<file path="src/rtl/lsu_dmem_port_if.sv">
`default_nettype none
// ============================================================================
// Module      : lsu_dmem_port_if
// Description : Data-memory request bus between the load/store unit and the
//               data memory. Req/gnt handshake for the address phase, then an
//               rvalid-qualified read data phase.
//               master : LSU side  (drives req/we/addr/wdata/wstrb)
//               slave  : memory side (drives gnt/rvalid/rdata)
// Revision    : 1.0 - initial release
// ============================================================================
interface lsu_dmem_port_if #(
    parameter int ADDR_W = 32
);
    logic              dmem_req;
    logic              dmem_we;
    logic [ADDR_W-1:0] dmem_addr;
    logic [31:0]       dmem_wdata;
    logic [3:0]        dmem_wstrb;
    logic              dmem_gnt;
    logic              dmem_rvalid;
    logic [31:0]       dmem_rdata;

    modport master (
        output dmem_req, dmem_we, dmem_addr, dmem_wdata, dmem_wstrb,
        input  dmem_gnt, dmem_rvalid, dmem_rdata
    );

    modport slave (
        input  dmem_req, dmem_we, dmem_addr, dmem_wdata, dmem_wstrb,
        output dmem_gnt, dmem_rvalid, dmem_rdata
    );
endinterface
`default_nettype wire

</file>
<file path="src/rtl/lsu_dmem_port.sv">
`default_nettype none
// ============================================================================
// Module      : lsu_dmem_port
// Description : Responder side of the decode-stage memory stall handshake.
//               Accepts loads (op 0000011) and stores (op 0100011) from
//               decode, runs one access on the data-memory bus, and returns a
//               one-cycle completion pulse. Performs byte-lane steering,
//               write-strobe generation and load sign/zero extension.
// Ports       : clk, reset (async, active-high)
//               op/funct3/addr/store_data   - instruction from decode
//               mem_read_data_valid         - load complete pulse
//               mem_write_ready             - store complete pulse
//               load_data                   - formatted load result (held)
//               misaligned                  - misalignment trap pulse
//               dmem                        - data-memory bus (master)
// Options     : LSU_MISALIGN_TRAP_EN - when defined, misaligned halfword/word
//               accesses complete immediately with misaligned=1 and never
//               reach memory; otherwise low address bits are truncated.
// Revision    : 1.0 - initial release
// ============================================================================
module lsu_dmem_port #(
    parameter int ADDR_W = 32
) (
    input  wire logic              clk,
    input  wire logic              reset,
    input  wire logic [6:0]        op,
    input  wire logic [2:0]        funct3,
    input  wire logic [ADDR_W-1:0] addr,
    input  wire logic [31:0]       store_data,
    output logic                   mem_read_data_valid,
    output logic                   mem_write_ready,
    output logic [31:0]            load_data,
    output logic                   misaligned,
    lsu_dmem_port_if.master        dmem
);

    localparam logic [6:0] c_OP_LOAD  = 7'b0000011;
    localparam logic [6:0] c_OP_STORE = 7'b0100011;

    localparam logic [1:0] c_SZ_BYTE = 2'd0;
    localparam logic [1:0] c_SZ_HALF = 2'd1;
    localparam logic [1:0] c_SZ_WORD = 2'd2;

    localparam logic [2:0] c_IDLE    = 3'd0;
    localparam logic [2:0] c_REQ     = 3'd1;
    localparam logic [2:0] c_WAIT_R  = 3'd2;
    localparam logic [2:0] c_LD_DONE = 3'd3;
    localparam logic [2:0] c_ST_DONE = 3'd4;

    logic [2:0]        r_state;
    logic [2:0]        w_next_state;

    logic              r_is_store;
    logic [2:0]        r_funct3;
    logic [1:0]        r_byte_off;
    logic [ADDR_W-1:0] r_word_addr;
    logic [31:0]       r_wdata;
    logic [3:0]        r_wstrb;
    logic [31:0]       r_load_data;

    logic              w_is_load;
    logic              w_is_store;
    logic              w_issue;
    logic [1:0]        w_size;
    logic [3:0]        w_wstrb;
    logic [31:0]       w_wdata;
    logic [1:0]        w_ld_size;
    logic [7:0]        w_ld_byte;
    logic [15:0]       w_ld_half;
    logic [31:0]       w_load_fmt;
    logic              w_trap;

    assign w_is_load  = (op == c_OP_LOAD);
    assign w_is_store = (op == c_OP_STORE);
    assign w_issue    = w_is_load | w_is_store;

    // Access size of the incoming instruction. Stores only recognise SB/SH,
    // everything else is a full word; loads use funct3[2] as the unsigned
    // flag so only the low two bits pick the size.
    always_comb begin
        w_size = c_SZ_WORD;
        if (w_is_store) begin
            case (funct3)
                3'b000:  w_size = c_SZ_BYTE;
                3'b001:  w_size = c_SZ_HALF;
                default: w_size = c_SZ_WORD;
            endcase
        end else begin
            case (funct3[1:0])
                2'b00:   w_size = c_SZ_BYTE;
                2'b01:   w_size = c_SZ_HALF;
                default: w_size = c_SZ_WORD;
            endcase
        end
    end

    // Store data is replicated across all lanes so the strobe alone selects
    // the destination bytes.
    always_comb begin
        w_wstrb = 4'b1111;
        w_wdata = store_data;
        case (w_size)
            c_SZ_BYTE: begin
                w_wstrb = 4'b0001 << addr[1:0];
                w_wdata = {4{store_data[7:0]}};
            end
            c_SZ_HALF: begin
                w_wstrb = addr[1] ? 4'b1100 : 4'b0011;
                w_wdata = {2{store_data[15:0]}};
            end
            default: begin
                w_wstrb = 4'b1111;
                w_wdata = store_data;
            end
        endcase
    end

    // Load formatting works from the captured offset/funct3 so it stays
    // correct however long the memory takes to return data.
    assign w_ld_size = r_funct3[1:0];

    always_comb begin
        w_ld_byte = dmem.dmem_rdata[7:0];
        case (r_byte_off)
            2'd0:    w_ld_byte = dmem.dmem_rdata[7:0];
            2'd1:    w_ld_byte = dmem.dmem_rdata[15:8];
            2'd2:    w_ld_byte = dmem.dmem_rdata[23:16];
            default: w_ld_byte = dmem.dmem_rdata[31:24];
        endcase
        w_ld_half = r_byte_off[1] ? dmem.dmem_rdata[31:16] : dmem.dmem_rdata[15:0];
        case (w_ld_size)
            2'b00:   w_load_fmt = {{24{w_ld_byte[7] & ~r_funct3[2]}}, w_ld_byte};
            2'b01:   w_load_fmt = {{16{w_ld_half[15] & ~r_funct3[2]}}, w_ld_half};
            default: w_load_fmt = dmem.dmem_rdata;
        endcase
    end

`ifdef LSU_MISALIGN_TRAP_EN
    logic r_misaligned;

    always_comb begin
        w_trap = 1'b0;
        case (w_size)
            c_SZ_HALF: w_trap = w_issue & addr[0];
            c_SZ_WORD: w_trap = w_issue & (addr[1:0] != 2'b00);
            default:   w_trap = 1'b0;
        endcase
    end

    assign misaligned = r_misaligned & ((r_state == c_LD_DONE) | (r_state == c_ST_DONE));
`else
    assign w_trap     = 1'b0;
    assign misaligned = 1'b0;
`endif

    always_ff @(posedge clk or posedge reset) begin
        if (reset) begin
            r_state <= c_IDLE;
        end else begin
            r_state <= w_next_state;
        end
    end

    always_comb begin
        w_next_state = r_state;
        case (r_state)
            c_IDLE: begin
                if (w_issue) begin
                    // A trapped access completes without touching memory.
                    if (w_trap) begin
                        w_next_state = w_is_store ? c_ST_DONE : c_LD_DONE;
                    end else begin
                        w_next_state = c_REQ;
                    end
                end
            end
            c_REQ: begin
                if (dmem.dmem_gnt) begin
                    w_next_state = r_is_store ? c_ST_DONE : c_WAIT_R;
                end
            end
            c_WAIT_R: begin
                if (dmem.dmem_rvalid) begin
                    w_next_state = c_LD_DONE;
                end
            end
            c_LD_DONE: w_next_state = c_IDLE;
            c_ST_DONE: w_next_state = c_IDLE;
            default:   w_next_state = c_IDLE;
        endcase
    end

    always_ff @(posedge clk or posedge reset) begin
        if (reset) begin
            r_is_store  <= 1'b0;
            r_funct3    <= 3'b000;
            r_byte_off  <= 2'b00;
            r_word_addr <= '0;
            r_wdata     <= 32'h0;
            r_wstrb     <= 4'h0;
            r_load_data <= 32'h0;
`ifdef LSU_MISALIGN_TRAP_EN
            r_misaligned <= 1'b0;
`endif
        end else begin
            if ((r_state == c_IDLE) && w_issue) begin
                r_is_store  <= w_is_store;
                r_funct3    <= funct3;
                r_byte_off  <= addr[1:0];
                r_word_addr <= {addr[ADDR_W-1:2], 2'b00};
                r_wdata     <= w_wdata;
                r_wstrb     <= w_wstrb;
`ifdef LSU_MISALIGN_TRAP_EN
                r_misaligned <= w_trap;
                if (w_trap && w_is_load) begin
                    r_load_data <= 32'h0;
                end
`endif
            end
            if ((r_state == c_WAIT_R) && dmem.dmem_rvalid) begin
                r_load_data <= w_load_fmt;
            end
        end
    end

    // Bus control and completion pulses decode straight from state so that
    // an asynchronous reset removes them immediately.
    assign dmem.dmem_req   = (r_state == c_REQ);
    assign dmem.dmem_we    = (r_state == c_REQ) & r_is_store;
    assign dmem.dmem_addr  = r_word_addr;
    assign dmem.dmem_wdata = r_wdata;
    assign dmem.dmem_wstrb = r_wstrb;

    assign mem_read_data_valid = (r_state == c_LD_DONE);
    assign mem_write_ready     = (r_state == c_ST_DONE);
    assign load_data           = r_load_data;

endmodule
`default_nettype wire
</file>
<file path="src/flat_wrapper.sv">
// flat-port wrapper written by rule: the top's interface ports become plain ports
module lsu_dmem_port_flat 
#(
    parameter int ADDR_W = 32
)
  (clk, reset, op, funct3, addr, store_data, mem_read_data_valid, mem_write_ready, load_data, misaligned, dmem_dmem_req, dmem_dmem_we, dmem_dmem_addr, dmem_dmem_wdata, dmem_dmem_wstrb, dmem_dmem_gnt, dmem_dmem_rvalid, dmem_dmem_rdata);
  lsu_dmem_port_if #(.ADDR_W(ADDR_W)) dmem_i ();
  input  wire logic clk;
  input  wire logic reset;
  input  wire logic [6:0] op;
  input  wire logic [2:0] funct3;
  input  wire logic [ADDR_W-1:0] addr;
  input  wire logic [31:0] store_data;
  output logic mem_read_data_valid;
  output logic mem_write_ready;
  output logic [31:0] load_data;
  output logic misaligned;
  output wire logic [$bits(dmem_i.dmem_req)-1:0] dmem_dmem_req;
  output wire logic [$bits(dmem_i.dmem_we)-1:0] dmem_dmem_we;
  output wire logic [$bits(dmem_i.dmem_addr)-1:0] dmem_dmem_addr;
  output wire logic [$bits(dmem_i.dmem_wdata)-1:0] dmem_dmem_wdata;
  output wire logic [$bits(dmem_i.dmem_wstrb)-1:0] dmem_dmem_wstrb;
  input wire logic [$bits(dmem_i.dmem_gnt)-1:0] dmem_dmem_gnt;
  input wire logic [$bits(dmem_i.dmem_rvalid)-1:0] dmem_dmem_rvalid;
  input wire logic [$bits(dmem_i.dmem_rdata)-1:0] dmem_dmem_rdata;
  assign dmem_dmem_req = dmem_i.dmem_req;
  assign dmem_dmem_we = dmem_i.dmem_we;
  assign dmem_dmem_addr = dmem_i.dmem_addr;
  assign dmem_dmem_wdata = dmem_i.dmem_wdata;
  assign dmem_dmem_wstrb = dmem_i.dmem_wstrb;
  assign dmem_i.dmem_gnt = dmem_dmem_gnt;
  assign dmem_i.dmem_rvalid = dmem_dmem_rvalid;
  assign dmem_i.dmem_rdata = dmem_dmem_rdata;
  lsu_dmem_port #(.ADDR_W(ADDR_W)) u_core (.clk(clk), .reset(reset), .op(op), .funct3(funct3), .addr(addr), .store_data(store_data), .mem_read_data_valid(mem_read_data_valid), .mem_write_ready(mem_write_ready), .load_data(load_data), .misaligned(misaligned), .dmem(dmem_i));
endmodule
</file>
<file path="config.mk">
export PLATFORM = sky130hd
export DESIGN_NAME = lsu_dmem_port_flat
export DESIGN_NICKNAME = d
export VERILOG_FILES = /design/src/rtl/lsu_dmem_port_if.sv /design/src/rtl/lsu_dmem_port.sv /design/src/flat_wrapper.sv
export SDC_FILE = /design/constraint.sdc
export NUM_CORES = 1
export LEC_CHECK = 0
export ABC_AREA = 1
export CORE_MARGIN = 5
export CORE_UTILIZATION = 60
export CTS_BUF_LIST = sky130_fd_sc_hd__clkbuf_8
export DETAILED_ROUTE_END_ITERATION = 7
export DONT_BUFFER_PORTS = 1
export PLACE_DENSITY = 0.76
export SYNTH_ARGS = -nofsm -noshare
export SYNTH_HDL_FRONTEND = slang
export SYNTH_SLANG_ARGS = --single-unit
</file>
<file path="constraint.sdc">
create_clock -name clk -period 5.5 [get_ports clk]
set_clock_uncertainty 0.15 [all_clocks]
set_input_delay 0.55 -clock clk [delete_from_list [all_inputs] [get_ports clk]]
set_output_delay 0.55 -clock clk [all_outputs]
set_load 0.03 [all_outputs]
</file>
; After elaboration in Yosys (flattened, before gate mapping)
; Cells that the tools add are included.
[word_totals]
regBits = 107
latchBits = 0
mem_bits_rw = 0
romBits = 0
in_bits = 110
out_inout_bits = 105
wordCells = 52
memories = 0
[op_classes]
n_addsub = 0
n_mul = 0
div = 0
n_lt_le_gt_ge = 0
eq_ne = 15
n_shift = 1
mux = 14
n_bitwise = 5
reduce_logical = 9
[ops]
columns = op, count
row1 = $pmux W32 S2, 2
row2 = $pmux W8 S3, 1
row3 = $mux W16, 1
row4 = $mux W3, 4
row5 = $pmux W3 S3, 1
row6 = $eq A2 B1 Y1 const B, 4
row7 = $logic_not A2 Y1, 4
row8 = $pmux W2 S2, 2
row9 = $pmux W4 S2, 1
row10 = $eq A7 B2 Y1 const B, 1
row11 = $eq A7 B6 Y1 const B, 1
row12 = $eq A3 B1 Y1 const B, 2
row13 = $eq A3 B2 Y1 const B, 2
row14 = $logic_not A3 Y1, 2
row15 = $mux W4, 1
row16 = $ne A2 B1 Y1 const B, 2
row17 = $shl A1 B2 Y4 const A, 1
row18 = $and A1 B1 Y1, 3
row19 = $eq A3 B3 Y1 const B, 1
row20 = $reduce_and A3 Y1, 1
row21 = $eq A2 B2 Y1 const B, 1
row22 = $logic_and A1 B1 Y1, 2
row23 = $mux W2, 1
row24 = $ne A2 B2 Y1 const B, 1
row25 = other kinds (2), 2

; Depth between registers and ports, before layout
[depth]
depth_word = 5
mapped_depth = 10
depth_no_buf = 9

; Worst setup path before layout
; OpenSTA, ideal clock, no wires.
[synth_path]
kind = register to output
startpoint = register u_core.r_state[1]
endpoint = output dmem_dmem_we
arrival_ps = 1473
required_ps = 4800
setup_slack_ps = 3327
stages_incl_launch_ff = 4
path_buffers = 0
cell_sequence = dfrtp_1 > nor3_2 > inv_1 > nor2_1
[synth_between]
elab_chain_len = 2
[synth_lines]
columns = item, line_no
row1 = from (decl), lsu_dmem_port.sv:50  ; logic [2:0] r_state;
row2 = from (signal assigned), lsu_dmem_port.sv:158  ; r_state <= c_IDLE;
row3 = from (signal assigned), lsu_dmem_port.sv:160  ; r_state <= w_next_state;
row4 = $eq A3 B1 Y1, --
row5 = named net dmem_dmem_req, flat_wrapper.sv:18  ; output wire logic [$bits(dmem_i.dmem_req)-1:0] dmem_dmem_req;
row6 = $and A1 B1 Y1, lsu_dmem_port.sv:229  ; assign dmem.dmem_we = (r_state == c_REQ) & r_is_store;
row7 = to (decl), flat_wrapper.sv:19  ; output wire logic [$bits(dmem_i.dmem_we)-1:0] dmem_dmem_we;
; The timed path passes the listed nets, and every way through them passes these cells.

; Final worst setup path
; Same ends and word-level chain as after synthesis.

==> run_results.csv <==
group,metric,value,unit
status,outcome,"complete, no violations",
logic_synthesis,synthAdderAreaFrac,0,
setup_path,end_kind,"output port",
setup_path,worstSetupPathType,"reg2out",
die,core_area,8593,um2
setup_path,slowest_stage,"nor3_2",
setup_path,path_cells,"nor3_2 -> inv_1 -> nor2_1",
die,io_pins,215,
routing,drc,0,
final_layout,syn_to_final_growth,2.700,%
global_route,grt_pass1_wl,19840,um
placement,dp_hpwl,9527,um
sta,maxSlewViolCount,0,
sta,rsz0062_at_grt,"false",
cts,cts_tree,"done",
logic_synthesis,syn_area,5238,um2
cts,insertion_delay,0.36,ns
final_layout,multi_input_area,2212,um2
global_route,antenna_found_initial,0,
global_route,grt_overflow,0,
pwr,p_int,1.547,mW
logic_synthesis,synthTopCellsByArea,"dfrtp_1 51%, nand2_1 17%, a21oi_1 3.1%",
logic_synthesis,synth_xor_xnor_area_share,0,
cts,cts_root_buf,"clkbuf_8",
die,core.rowCount,34,
global_route,grt_pass1_vias,4096,
logic_synthesis,muxShareOfSynthArea,0.01147,
setup_path,slowest_delay,0.57,ns
cts,post-cts-setup-buffer-count,0,
routing,drt_iter0_drc,193,
setup_path,cp.arrival,2.00,ns
die,fp.dieH,103.4,um
setup_path,cp.required,4.80,ns
die,fp.dieW,103.4,um
placement,place_congestion,0.8634,
sta,tightestPinTransition,1.122,ns
routing,wl,12950,um
pwr,clock_power_share,0.151,
logic_synthesis,synth_compound_area_frac,0.1273,
setup_path,worstSetupStartpointType,"flop",
sta,hold_viol,0,
pwr,power_frac_seq,0.637,
pwr,ir_drop,0.2297,mV
die,initial_core_util,0.6095,
setup_path,crit_fanout,3,
routing,ant_nets,0,
logic_synthesis,ys_seq_elements,107,
logic_synthesis,yosysWarningCount,0,
logic_synthesis,yosys.area_share.simple,0.2814,
logic_synthesis,ys_seq_area_frac,0.5112,
pwr,power.density,559.4,nW/um2
logic_synthesis,synth_area_leader_cell,"dfrtp_1",
logic_synthesis,yosys.cell_types.count,34,
logic_synthesis,synth_cells,627,
final_layout,n_antenna_cell,0,
routing,routedWlPerCell,17.88,um
cts,cts_resized,0,
sta,min_period_over_period,0.4917,
global_route,grt_use_total,0.2364,
sta,layout_min_cycle_time,2.704,ns
logic_synthesis,avgSynthCellArea,8.353,um2
sta,setup-violations-final,0,
logic_synthesis,synth_top_family_by_area,"simple AND/OR/NAND/NOR gates",
cts,cts-hold-fix-buffers,1,
min_path,holdCritPathClass,"in2reg",
final_layout,regArea,2678,um2
final_layout,layout-drive-gt1-share,0.1071,
pwr,switching_share,0.4860,
pwr,p_leak,2.734,nW
sta,setup_tns,0,ns
placement,place_inst,707,
cts,cts.sinks,107,
placement,buffer_ports.inserted,0,
cts,h-tree-depth,3,
cts,cts_buffers,9,
pwr,pwr-share-comb,0.212,
cts,path_clk_slew,0.11,ns
cts,clock_path_buffers,2,
sta,max_freq,369.8,MHz
global_route,grt_max_degree,86,
pwr,p_switching,1.462,mW
routing,drtPass1Iterations,5,
die,die-area,10700,um2
routing,num_vias,4191,
job,drv_cap,0,
final_layout,layoutNonFillerInstCount,724,
final_layout,fill_cells,766,
final_layout,nets,721,
logic_synthesis,synth_top_area_frac,0.5112,
routing,viasPerCell,5.789,
sta,slew_headroom,0.2520,
## registers in the layout (all words and copies together), names as in the netlist
name / flops
u_core.r_is_store: 1
u_core.r_state: 3
u_core.dmem.dmem_addr: 30
u_core.load_data: 32
u_core.r_funct3: 3
u_core.dmem.dmem_wdata: 32
u_core.dmem.dmem_wstrb: 4
u_core.r_byte_off: 2
## layer usage
| layer | vias up | GRT usage | share of wire |
|---|---|---|---|
| li1 | 1981 | - | - |
| met1 | 1945 | 0.2874 | 0.38 |
| met2 | 220 | 0.3804 | 0.47 |
| met3 | 45 | 0.08786 | 0.12 |
| met4 | 0 | 0.09761 | 0.033 |
| met5 | - | 0 | 0 |
## path summary, 6_finish.rpt
path                                        start                         end  slack [ns]  cells after the start
worst max-delay path            u_core.r_state[1]                dmem_dmem_we        2.80                      3
worst min-delay path                     addr[29]   u_core.dmem.dmem_addr[29]        0.15                      2
worst max register to register  u_core.r_state[2]   u_core.dmem.dmem_wstrb[1]        2.86                      9
worst min register to register  u_core.r_is_store           u_core.r_is_store        0.35                      2
max in group asynchronous                   reset  u_core.dmem.dmem_wdata[31]        3.43                      3
min in group asynchronous                   reset        u_core.load_data[15]        0.56                      2
## logic make-up (layout without fill, tap and decap cells)
kind of cell,Yosys count,in the layout
and+or+nand+nor,347,347
AOI/OAI and AO/OA,97,97
buffers and inverters,69,56
muxes,6,6
other,1,3
DFF,107,107
## cells in the final DEF (no fill, tap or decap), drive strengths merged
cell and instances:
nand2 249, dfrtp 107, nor2 44, inv 39
a21oi 33, o21ai 31, nand3 23, a2bb2oi 18
or2 17, o211ai 14, clkbuf 11, nand4 8
mux2i 6, nor3 5, conb 3, clkinvlp 2
buf 2, clkinv 1, nand3b 1, o22ai 1
dlygate4sd3 1
## area by class of cell
class                           count  share of cell area
Sequential cell                   107              0.4978
Multi-Input combinational cell    453              0.4113
Clock buffer                       11             0.02815
Inverter                           37             0.02629
Tap cell                          108             0.02512
Clock inverter                      5            0.006746
Timing Repair Buffer                3            0.004652
## cell usage after synthesis
cell type,instances
mux2i_1,6
buf_6,5
buf_2,14
nand3b_1,1
inv_2,11
o21ai_0,18
a2bb2oi_1,8
dfrtp_1,107
clkbuf_1,2
or2_0,3
o22ai_1,1
nand3_1,22
nor2_4,2
o21ai_4,1
clkinv_1,1
nor3_1,4
or2_1,4
nand4_1,8
a2bb2oi_2,10
nor2_1,38
buf_4,11
nand3_4,1
o21ai_1,12
nand2_4,2
or2_2,10
conb_1,1
nor2_2,4
a21oi_1,32
nand2_2,5
a21oi_2,1
nor3_2,1
inv_1,25
nand2_1,242
o211ai_1,14
## through the flow
step                      power [mW]  hold WS, ns  setup slack [ns]    util  cell area (um2)
after global placement         2.533       0.3278             2.734  0.6029             5181
after detailed placement       2.573       0.3301             2.630  0.6029             5181
after floorplan                2.408       0.3088             1.983       -             5245
after global routing           3.188       0.1345             2.575  0.6259             5379
after CTS                      3.027       0.1374             2.786  0.6259             5379
final                          3.009       0.1461             2.796  0.6259             5379
## worst max-delay path, delay by kind of cell, from the launching register on
kind / cells / cell delay [ns]
buf+inv: 1 / 0.17
simple gates: 2 / 1.05
flops: 1 / 0.43
## power by group through the flow
stage	Sequential, mW	Clock, mW	Combinational (mW)
finish	1.92	0.455	0.637
detailed placement	1.93	0	0.639
global route	1.96	0.500	0.729
floorplan	1.80	0	0.603
global placement	1.93	0	0.605
CTS	1.92	0.465	0.641
Note: power is estimated with default switching activity, not from simulation.
